==> src/rtl/hermes_tx_stage_pkg.sv <==
// Shared DMNI package for the Hermes transmit output stage.
// Holds the packet-tracking state type and the default credit-stall limit.
package DMNIPkg;

  // Packet tracking: IDLE between packets, BODY after a non-final flit left.
  typedef enum logic [0:0] {
    IDLE = 1'b0,
    BODY = 1'b1
  } hermes_tx_state_t;

  localparam int HERMES_STALL_LIMIT_DEFAULT = 1024;

endpackage

==> src/rtl/hermes_skid_buffer.sv <==
// Two-entry FIFO skid buffer for the Hermes transmit stage.
// credit_o and tx_o are decoded from the occupancy register only, so there
// is no combinational path from credit_i to credit_o. No bypass: a flit
// written into an empty buffer shows on tx_o the following cycle.
// Ports:
//   clk_i, rst_i      clock, synchronous active-high reset
//   rx_i, din_i       upstream valid and entry; accepted when rx_i && credit_o
//   credit_o          a slot is free (count != 2)
//   tx_o, dout_o      downstream valid and head entry
//   credit_i          downstream accepts; pops when tx_o && credit_i
module hermes_skid_buffer #(
  parameter int WIDTH = 33
) (
  input  logic             clk_i,
  input  logic             rst_i,
  input  logic             rx_i,
  input  logic [WIDTH-1:0] din_i,
  output logic             credit_o,
  output logic             tx_o,
  input  logic             credit_i,
  output logic [WIDTH-1:0] dout_o
);

  logic [WIDTH-1:0] mem [2];
  logic             rd_ptr;
  logic             wr_ptr;
  logic [1:0]       count;
  logic             in_fire;
  logic             out_fire;

  assign credit_o = (count != 2'd2);
  assign tx_o     = (count != 2'd0);
  assign dout_o   = mem[rd_ptr];

  assign in_fire  = rx_i && credit_o;
  assign out_fire = tx_o && credit_i;

  always_ff @(posedge clk_i) begin
    if (rst_i) begin
      // Entries are cleared too so data_o/eop_o read 0 after reset.
      mem[0] <= '0;
      mem[1] <= '0;
      rd_ptr <= 1'b0;
      wr_ptr <= 1'b0;
      count  <= 2'd0;
    end else begin
      if (in_fire) begin
        mem[wr_ptr] <= din_i;
        wr_ptr      <= ~wr_ptr;
      end
      if (out_fire) rd_ptr <= ~rd_ptr;
      case ({in_fire, out_fire})
        2'b10:   count <= count + 2'd1;
        2'b01:   count <= count - 2'd1;
        default: count <= count;
      endcase
    end
  end

endmodule

==> src/rtl/hermes_tx_stage.sv <==
// Registered output stage between the DMNI Hermes transmit port and the
// router local input port: skid buffer, packet tracking, credit-stall
// detection and optional flit/packet statistics.
// Build option: define HERMES_TX_STATS_EN to build the flit/packet counters
// and honour clr_stats_i; otherwise the counter outputs are tied to 0.
// Ports:
//   clk_i, rst_i                 clock, synchronous active-high reset
//   rx_i, eop_i, data_i, credit_o   DMNI side
//   tx_o, eop_o, data_o, credit_i   router side
//   pkt_active_o                 multi-flit packet partially sent
//   stall_o                      credit withheld for STALL_LIMIT cycles
//   clr_stats_i                  clear statistics counters
//   flit_cnt_o, pkt_cnt_o        flits / packets sent (wrap mod 2^32)
module hermes_tx_stage
  import DMNIPkg::*;
#(
  parameter int HERMES_FLIT_SIZE = 32,
  parameter int STALL_LIMIT      = HERMES_STALL_LIMIT_DEFAULT
) (
  input  logic                        clk_i,
  input  logic                        rst_i,
  input  logic                        rx_i,
  input  logic                        eop_i,
  output logic                        credit_o,
  input  logic [HERMES_FLIT_SIZE-1:0] data_i,
  output logic                        tx_o,
  output logic                        eop_o,
  input  logic                        credit_i,
  output logic [HERMES_FLIT_SIZE-1:0] data_o,
  output logic                        pkt_active_o,
  output logic                        stall_o,
  input  logic                        clr_stats_i,
  output logic [31:0]                 flit_cnt_o,
  output logic [31:0]                 pkt_cnt_o
);

  localparam int SW = $clog2(STALL_LIMIT + 1);
  localparam logic [SW-1:0] LIMIT = SW'(STALL_LIMIT);

  logic [HERMES_FLIT_SIZE:0] head;
  logic                      out_fire;
  hermes_tx_state_t          state;
  logic [SW-1:0]             stall_cnt;

  hermes_skid_buffer #(.WIDTH(HERMES_FLIT_SIZE + 1)) u_buf (
    .clk_i    (clk_i),
    .rst_i    (rst_i),
    .rx_i     (rx_i),
    .din_i    ({eop_i, data_i}),
    .credit_o (credit_o),
    .tx_o     (tx_o),
    .credit_i (credit_i),
    .dout_o   (head)
  );

  assign eop_o    = head[HERMES_FLIT_SIZE];
  assign data_o   = head[HERMES_FLIT_SIZE-1:0];
  assign out_fire = tx_o && credit_i;

  // Packet tracking advances only on flits that actually leave. A final
  // flit always lands in IDLE, which also covers single-flit packets.
  always_ff @(posedge clk_i) begin
    if (rst_i)         state <= IDLE;
    else if (out_fire) state <= eop_o ? IDLE : BODY;
  end

  assign pkt_active_o = (state == BODY);

  // Counts consecutive cycles of pending data without credit; saturates.
  always_ff @(posedge clk_i) begin
    if (rst_i || !tx_o || out_fire) stall_cnt <= '0;
    else if (stall_cnt != LIMIT)    stall_cnt <= stall_cnt + 1'b1;
  end

  assign stall_o = (stall_cnt == LIMIT);

`ifdef HERMES_TX_STATS_EN
  logic [31:0] flit_cnt;
  logic [31:0] pkt_cnt;

  // Clear wins over a same-cycle transfer; that flit is not counted.
  always_ff @(posedge clk_i) begin
    if (rst_i || clr_stats_i) begin
      flit_cnt <= '0;
      pkt_cnt  <= '0;
    end else if (out_fire) begin
      flit_cnt <= flit_cnt + 32'd1;
      if (eop_o) pkt_cnt <= pkt_cnt + 32'd1;
    end
  end

  assign flit_cnt_o = flit_cnt;
  assign pkt_cnt_o  = pkt_cnt;
`else
  logic unused_clr;
  assign unused_clr = clr_stats_i;
  assign flit_cnt_o = '0;
  assign pkt_cnt_o  = '0;
`endif

endmodule

==> config.mk <==
export PLATFORM = sky130hd
export DESIGN_NAME = hermes_tx_stage
export DESIGN_NICKNAME = d
export VERILOG_FILES = /design/src/rtl/hermes_tx_stage_pkg.sv /design/src/rtl/hermes_skid_buffer.sv /design/src/rtl/hermes_tx_stage.sv
export SDC_FILE = /design/constraint.sdc
export NUM_CORES = 1
export LEC_CHECK = 0
export CORE_MARGIN = 2
export CORE_UTILIZATION = 55
export DETAILED_ROUTE_END_ITERATION = 12
export DONT_BUFFER_PORTS = 1
export GPL_ROUTABILITY_DRIVEN = 0
export GPL_TIMING_DRIVEN = 1
export PLACE_DENSITY = 0.7
export SLEW_MARGIN = 20
export SYNTH_ARGS = -nofsm -noshare
export SYNTH_HDL_FRONTEND = slang
export SYNTH_SLANG_ARGS = --single-unit
==> constraint.sdc <==
create_clock -name clk_i -period 2.16 [get_ports clk_i]
set_input_delay 0.324 -clock clk_i [delete_from_list [all_inputs] [get_ports clk_i]]
set_output_delay 0.324 -clock clk_i [all_outputs]
set_load 0.01 [all_outputs]
==> flow_summary.ini, run 1 <==
[global_route]
grt-busiest-layer = met2
grt_pass1_vias = 2139
grt.total_usage = 0.1657
met1_usage = 0.1932
antenna_found_initial = 0
grt_pass1_wl_mm = 10.52
grt_start_max_net_pins = 34
met2_usage = 0.2730
grt_overflow = 0
use_met3 = 0.05342

[cts]
cts.clk_slew.worst_paths_ns = 0.08
cts_made_buffers = 9
cts-htree-levels = 3
cts_hold_buf = 0
cts_tree = done
cts_num_sinks = 83
cts-resized-gates = 0
cts_setup_buffers = 0
ctsLongestPathBuffers = 2
clock_latency_ns = 0.34
cts_root_buffer = clkbuf_8

[worst_setup_path]
arrival_ns = 1.52
path_class = reg2out
timing.critical_path.fanout_max = 6
startpoint_type = register
worstPathCellList = nor4_1 > and4_1
cp-end-kind = output port
slowest_stage = and4_1
cp_slowest_stage_delay_ns = 0.48
critPathBufInv = 0
cp_top_family = simple AND/OR/NAND/NOR gates
cp_data_required_time_ns = 1.84

[timing]
finalHoldViolCount = 0
rsz0062_at_grt = no
finalClockSkew_ns = 0.007835
worst_pin_slew_ns = 0.8790
period_needed_ns = 1.840
fin_setup_tns_ns = 0
setup_viol = 0
max_freq_mhz = 543.5
slew_viol_final = 0
finalCritPeriodShare = 0.8518
slew_headroom = 0.4140

[power]
p_per_area_nw_per_um2 = 963.7
p_leak_uw = 0.001650
ir_drop_v = 0.0005541

[die]
die_area_um2 = 8228
start_util = 0.5701
core_um2 = 7253
die-height_um = 90.71
pin_count = 139
num_rows = 31
die_w_um = 90.71

[synthesis]
ys.flop_type = edfxtp_1
netlist_area_um2 = 4135
yosysSeqAreaShare = 0.5616
syn-instance-count = 334
async_flop_share = 0
synth_area_per_cell_um2 = 12.38
synth.area.top_cells = edfxtp_1 48%, buf_4 12%, and2_1 10%
synth_cell_types = 39
synth-edff-count = 66
synth-seq-cells = 83
synthTopCellsByCount = 66 x and2_1, 66 x edfxtp_1, 64 x buf_4
yosysTopAreaCell = edfxtp_1
synth_top_area_share = 0.4793
yosysWarnings = 0

[route]
routedWlPerCell_um = 14.93
antenna_left = 0
drtIter0Drc = 83
drc_errors = 0
first_pass_iters = 4
wirelength_mm = 6.567
via_per_inst = 4.995
vias = 2198

[placement]
dp_hpwl_mm = 4.182
io_buffers = 0

[layout]
antenna_cells = 0
fin_nets = 377
area_delta_synth_final_pct = 1.543
drive_gt1_frac = 0.1848
fin_util = 0.5789

[min_path]
hp-class = in2reg

[job]
cap_violations = 0

[outcome]
status = finished, final reports clean
==> logic make-up (layout without fill, tap and decap cells) <==
group,after synthesis,after routing,share of synthesized area
multiplexers,36,36,0.09713
adder cells (fa/ha/maj),3,3,0.009078
AND/OR/NAND/NOR,105,105,0.1592
XOR/XNOR,5,5,0.01059
AO/OA/AOI/OAI,18,18,0.02693
buffers and inverters,83,27,0.1346
other,1,64,0.0009068
flip-flops,83,83,0.5616
==> layer usage <==
layer,part of all wire,wire [um]
met5,0,0
met4,0.026,173
met3,0.089,586
met2,0.50,3260
met1,0.39,2546
==> registers in the layout, indices dropped and copies added, names as in the netlist, named ones only <==
name / flops
pkt_active_o: 1
stall_cnt: 11
u_buf.count: 2
u_buf.mem: 66
u_buf.rd_ptr: 1
u_buf.wr_ptr: 1
==> layout make-up <==
type	instances	area, um^2
multi-input cells	231	1495
fillers	640	3054
clock inverters	5	30.03
inverters	6	22.52
flip-flops and latches	83	2323
well taps	99	123.9
clock buffers	11	141.4
repair buffers	5	62.56
==> stage by stage <==
step	area, um^2	setup WS, ns	instances	hold WS, ns	total power, uW
floorplan	4372	0.2371	397	0.4471	2973
global placement	4028	0.3276	424	0.3940	3098
detailed placement	4028	0.3186	424	0.3946	3117
CTS	4199	0.2942	440	0.02709	4091
global route	4199	0.1785	440	0.02909	4263
finish	4199	0.3202	440	0.03857	4046
==> worst reg2reg max path: stages (launching register included) <==
cell and delay, ns:
dfxtp_1 0.41, nand2b_1 0.14, and4b_1 0.20, or2_2 0.70
==> power by group <==
part           total (uW)  internal (uW)  leakage, uW  switching (uW)
Sequential           2070           1970     0.000838            96.3
Combinational         996            415     0.000727             581
Clock                 982            443    0.0000851             539
Total                4050           2830      0.00165            1220
==> cells in the final DEF (no fill, tap or decap), types with 4 or more instances in the layout <==
| cell type | count |
|---|---|
| a21oi_1 | 6 |
| and2_1 | 66 |
| clkbuf_8 | 10 |
| conb_1 | 64 |
| dfxtp_1 | 16 |
| edfxtp_1 | 66 |
| inv_1 | 6 |
| mux2_2 | 33 |
| nand3_1 | 7 |
| nor2_1 | 6 |
| o21ai_0 | 6 |
| or3_1 | 4 |
==> path summary, 6_finish.rpt <==
path / cells after the start / to / slack, ns / startpoint
worst min register to register: 2 / stall_cnt[10] / 0.49 / stall_cnt[10]
worst min-delay path: 1 / register / 0.04 / rst_i
worst max-delay path: 2 / stall_o / 0.32 / stall_cnt[4]
worst max register to register: 3 / u_buf.mem[1][6] / 0.33 / u_buf.count[0]
Note: power is estimated with default switching activity, not from simulation.
==> inputs of run 2 (changes only) <==
Settings changed: CTS_CLUSTER_SIZE from default to 14.
Clock period 2.16 ns to 1.9 ns, I/O delays scaled along.
==> run 2 against run 1 <==
Compared with the run above:
- critical path depth unchanged
- cell count increased by 0.45%
- non-clock buffer count increased by 2
- utilization increased by 1.2 points
- critical endpoint unchanged
- largest power group unchanged
- global-route usage about the same
- sequential share of layout area decreased by 1.1 points
- first-iteration DRC count unchanged
==> flow_summary.ini, run 2 (synthesis gave the netlist of run 1 again) <==
[cts]
cts_tree = done
clock_latency_ns = 0.35
cts_root_buffer = clkbuf_8
cts-htree-levels = 3
ctsLongestPathBuffers = 2
cts_num_sinks = 83
cts_setup_buffers = 0
cts.clk_slew.worst_paths_ns = 0.09
cts_made_buffers = 9

[layout]
drive_gt1_frac = 0.1924
final_cell_mix = 66 x and2_1, 66 x edfxtp_1, 64 x conb_1, 33 x mux2_2, 16 x dfxtp_1
largest_register_ffs = 66
antenna_cells = 0
top_register = u_buf.mem
fin_nets = 379
reg.largest.list = u_buf.mem: 66 flops, stall_cnt: 11 flops, u_buf.count: 2 flops
area_delta_synth_final_pct = 3.601
n_fill_cell = 615

[worst_setup_path]
critPathBufInv = 0
path_class = reg2out
slowest_stage = and4_2
cp_data_required_time_ns = 1.62
cp-end-kind = output port
timing.critical_path.fanout_max = 6
startpoint_type = register
cp_slowest_stage_delay_ns = 0.42
arrival_ns = 1.44
worstPathCellList = nor4_1 > and4_2
cp_top_family = simple AND/OR/NAND/NOR gates

[timing]
worst_pin_slew_ns = 0.6566
period_needed_ns = 1.722
finalHoldViolCount = 0
slew_headroom = 0.5623
slew_viol_final = 0
fin_ws_ns = 0.1782
rsz0062_at_grt = no
fin_setup_tns_ns = 0
max_freq_mhz = 580.8
finalClockSkew_ns = 0.008123
setup_viol = 0
finalCritPeriodShare = 0.9062

[placement]
io_buffers = 0
place_ws_ns = 0.2179
dp_hpwl_mm = 4.341

[route]
wirelength_mm = 6.700
drtIter0Drc = 83
vias = 2191
drc_errors = 0
routedWlPerCell_um = 15.16
antenna_left = 0
first_pass_iters = 4
via_per_inst = 4.957

[global_route]
grt_pass1_vias = 2075
grt.total_usage = 0.1655
antenna_found_initial = 0
grt_start_max_net_pins = 34
grt_pass1_wl_mm = 10.52
grt_overflow = 0

[job]
cap_violations = 0

[die]
core_um2 = 7253
num_rows = 31
die_w_um = 90.71
start_util = 0.5701
die-height_um = 90.71
pin_count = 139
die_area_um2 = 8228

[outcome]
status = finished, final reports clean

[power]
ir_drop_v = 0.0006414
p_per_area_nw_per_um2 = 1141
p_leak_uw = 0.001685

[min_path]
hp-class = in2reg
==> run 2: metal layers <==
layer  routed length, um  track usage  up-vias
met5                   0            0        -
met1                2747       0.1981     1051
met4                 106      0.08205        0
met2                3358       0.2774       96
li1                    -            -     1034
met3                 488      0.04174       10
==> run 2: final cells by class <==
cell class              count  area [um^2]  share of cell area
repair buffers              7        92.59             0.02161
inverters                   6        22.52            0.005257
clock buffers               9        123.9             0.02891
multi-input cells         231         1496              0.3493
well taps                  99        123.9             0.02891
flip-flops and latches     83         2323              0.5423
clock inverters             7        101.3             0.02366
==> run 2: timing repair <==
item / 4_1_cts / 5_1_grt
hold buffers: 1 / 0
setup endpoints to repair: 0 / 1
resized for setup: 0 / 1
hold endpoints to repair: 6 / 0
==> run 2: path summary, 6_finish.rpt <==
check	end	slack (ns)	cells past startpoint	start
max	stall_o	0.18	2	stall_cnt[4]
min	u_buf.mem[0][5]	0.13	1	data_i[5]
max reg2reg	u_buf.mem[0][10]	0.18	3	u_buf.count[0]
min reg2reg	stall_cnt[10]	0.49	2	stall_cnt[10]
==> run 2: where the power goes <==
| part | total, uW | switching, uW | leakage (uW) | internal (uW) |
|---|---|---|---|---|
| Sequential | 2330 | 91.4 | 0.000838 | 2240 |
| Combinational | 1170 | 687 | 0.000740 | 480 |
| Clock | 1390 | 643 | 0.000106 | 748 |
==> run 2: through the flow <==
step                utilization  total power, uW  instances  hold WS (ns)  area (um^2)
floorplan                     -             3380        397        0.4471         4374
finish                   0.5907             4889        442        0.1276         4284
global placement         0.5580             3531        425        0.3532         4048
detailed placement       0.5580             3555        425        0.3537         4048
CTS                      0.5905             4956        442        0.1083         4283
global route             0.5907             5126        442        0.1144         4284
==> inputs of run 3 (changes only) <==
Settings changed: CORE_UTILIZATION 55 to 60, PLACE_DENSITY 0.7 to 0.76.
==> run 3 against run 2 <==
Compared with the run above:
- worst hold slack improved by 0.0090 ns
- highest routed layer unchanged
- sequential share of layout area increased by 0.98 points
- power decreased by 4.1%
- clock skew decreased by 0.0013 ns
- maximum frequency decreased by 3.5%
- flip-flop and latch count unchanged
- via count decreased by 1.5%
- utilization increased by 3.6 points
- sequential power about the same
- critical endpoint unchanged
- die area decreased by 8.0%
- cell count decreased by 4.1%
==> flow_summary.ini, run 3 (synthesis gave the netlist of run 1 again) <==
[worst_setup_path]
ff2ff_path_depth = 3
path_class = reg2out
slowest_stage = and4_1
crit_cells = 2
timing.rr.end = u_buf.mem[1][16]
cp_data_required_time_ns = 1.62
arrival_ns = 1.50
cp_slowest_stage_delay_ns = 0.48
startpoint_type = register
worstReg2RegStart = u_buf.count[0]
cp-end-kind = output port
timing.critical_path.fanout_max = 6
worstPathCellList = nor4_1 > and4_1
critPathBufInv = 0
cp_top_family = simple AND/OR/NAND/NOR gates
r2r_slack_ns = 0.21

[die]
pin_count = 139
die-height_um = 87.02
start_util = 0.6155
num_rows = 30
die_w_um = 87.02
core_um2 = 6719
die_area_um2 = 7572

[placement]
dp_hpwl_mm = 4.156
dpl-instance-area_um2 = 4006
io_buffers = 0

[route]
first_pass_iters = 4
drtIter0Drc = 95
drc_errors = 0
via_per_inst = 5.090
routedWlPerCell_um = 15.01
wirelength_mm = 6.365
antenna_left = 0
vias = 2158

[cts]
cts-htree-levels = 3
cts_setup_buffers = 0
ctsLongestPathBuffers = 2
cts_hold_buf = 1
cts_root_buffer = clkbuf_8
clock_latency_ns = 0.34
cts_tree = done
cts.clk_slew.worst_paths_ns = 0.08
cts_num_sinks = 83
cts_made_buffers = 9
cts-resized-gates = 0

[global_route]
use_met3 = 0.06730
grt.total_usage = 0.1673
met1_usage = 0.1908
grt_start_max_net_pins = 34
grt_pass1_vias = 1973
grt_pass1_wl_mm = 9.356
antenna_found_initial = 0
grt_overflow = 0
grt-busiest-layer = met2
met2_usage = 0.2797

[timing]
rsz0062_at_grt = no
hold-worst-slack_ns = 0.1367
finalClockSkew_ns = 0.006855
slew_headroom = 0.4482
worst_pin_slew_ns = 0.8277
finalCritPeriodShare = 0.9391
max_freq_mhz = 560.4
period_needed_ns = 1.784
finalHoldViolCount = 0
fin_setup_tns_ns = 0
setup_viol = 0
slew_viol_final = 0

[min_path]
hp-class = in2reg
hold_path_startpoint = data_i[2]
holdPathEnd = u_buf.mem[0][2]
whs_path_depth = 1

[layout]
fin_area_um2 = 4208
final_cell_mix = 66 x and2_1, 66 x edfxtp_1, 64 x conb_1, 33 x mux2_2, 16 x dfxtp_1
drive_gt1_frac = 0.1919
antenna_cells = 0
area_delta_synth_final_pct = 1.755
fin_nets = 380
largest_register_ffs = 66
reg.largest.list = u_buf.mem: 66 flops, stall_cnt: 11 flops, u_buf.count: 2 flops
top_register = u_buf.mem

[power]
ir_drop_v = 0.0006946
total_power_uw = 4691
p_per_area_nw_per_um2 = 1115
p_leak_uw = 0.001680

[outcome]
status = finished, final reports clean

[job]
cap_violations = 0
-- run 3: changes by cell type in the layout (fill, tap and decap cells not counted), sizes merged --
cell,before,now
clkinvlp,2,0
bufinv,2,1
buf,6,7
clkinv,2,5
-- run 3: cell type report --
class	count	area [um^2]
Fill cell	541	2511
Sequential cell	83	2323
Multi-Input combinational cell	231	1495
Clock buffer	9	123.9
Tap cell	80	100.1
Timing Repair Buffer	8	75.07
Clock inverter	7	67.56
Inverter	6	22.52
-- run 3: worst reg2reg max path: cells and delay by family (launching register included) --
family,cells,cell delay [ns]
AND/OR/NAND/NOR,3,0.98
flip-flops,1,0.33
-- run 3: metrics by stage --
stage,util,setup slack (ns),instances
after floorplan,-,0.1131,397
after global placement,0.5963,0.2098,407
after detailed placement,0.5963,0.1807,407
after CTS,0.6263,0.1251,424
after global routing,0.6263,0.06717,424
final,0.6263,0.1156,424
-- run 3: worst max path at each step --
stage	from	end	slack, ns
after floorplan	u_buf.count[0]	u_buf.mem[1][0]	0.11
after global placement	u_buf.count[0]	u_buf.mem[1][10]	0.21
after detailed placement	u_buf.count[0]	u_buf.mem[1][10]	0.18
after CTS	stall_cnt[4]	stall_o	0.13
after global routing	stall_cnt[2]	stall_o	0.07
final	stall_cnt[4]	stall_o	0.12
-- run 3: power by group --
part / switching (uW) / internal, uW
clock network: 606 / 605
logic: 685 / 476
registers: 78.3 / 2240
total: 1370 / 3320
-- run 3: routing by layer --
| metal | part of all wire | vias up |
|---|---|---|
| li1 | - | 1035 |
| met1 | 0.39 | 1025 |
| met3 | 0.085 | 10 |
| met4 | 0.015 | 0 |
| met5 | 0 | - |
| met2 | 0.51 | 88 |
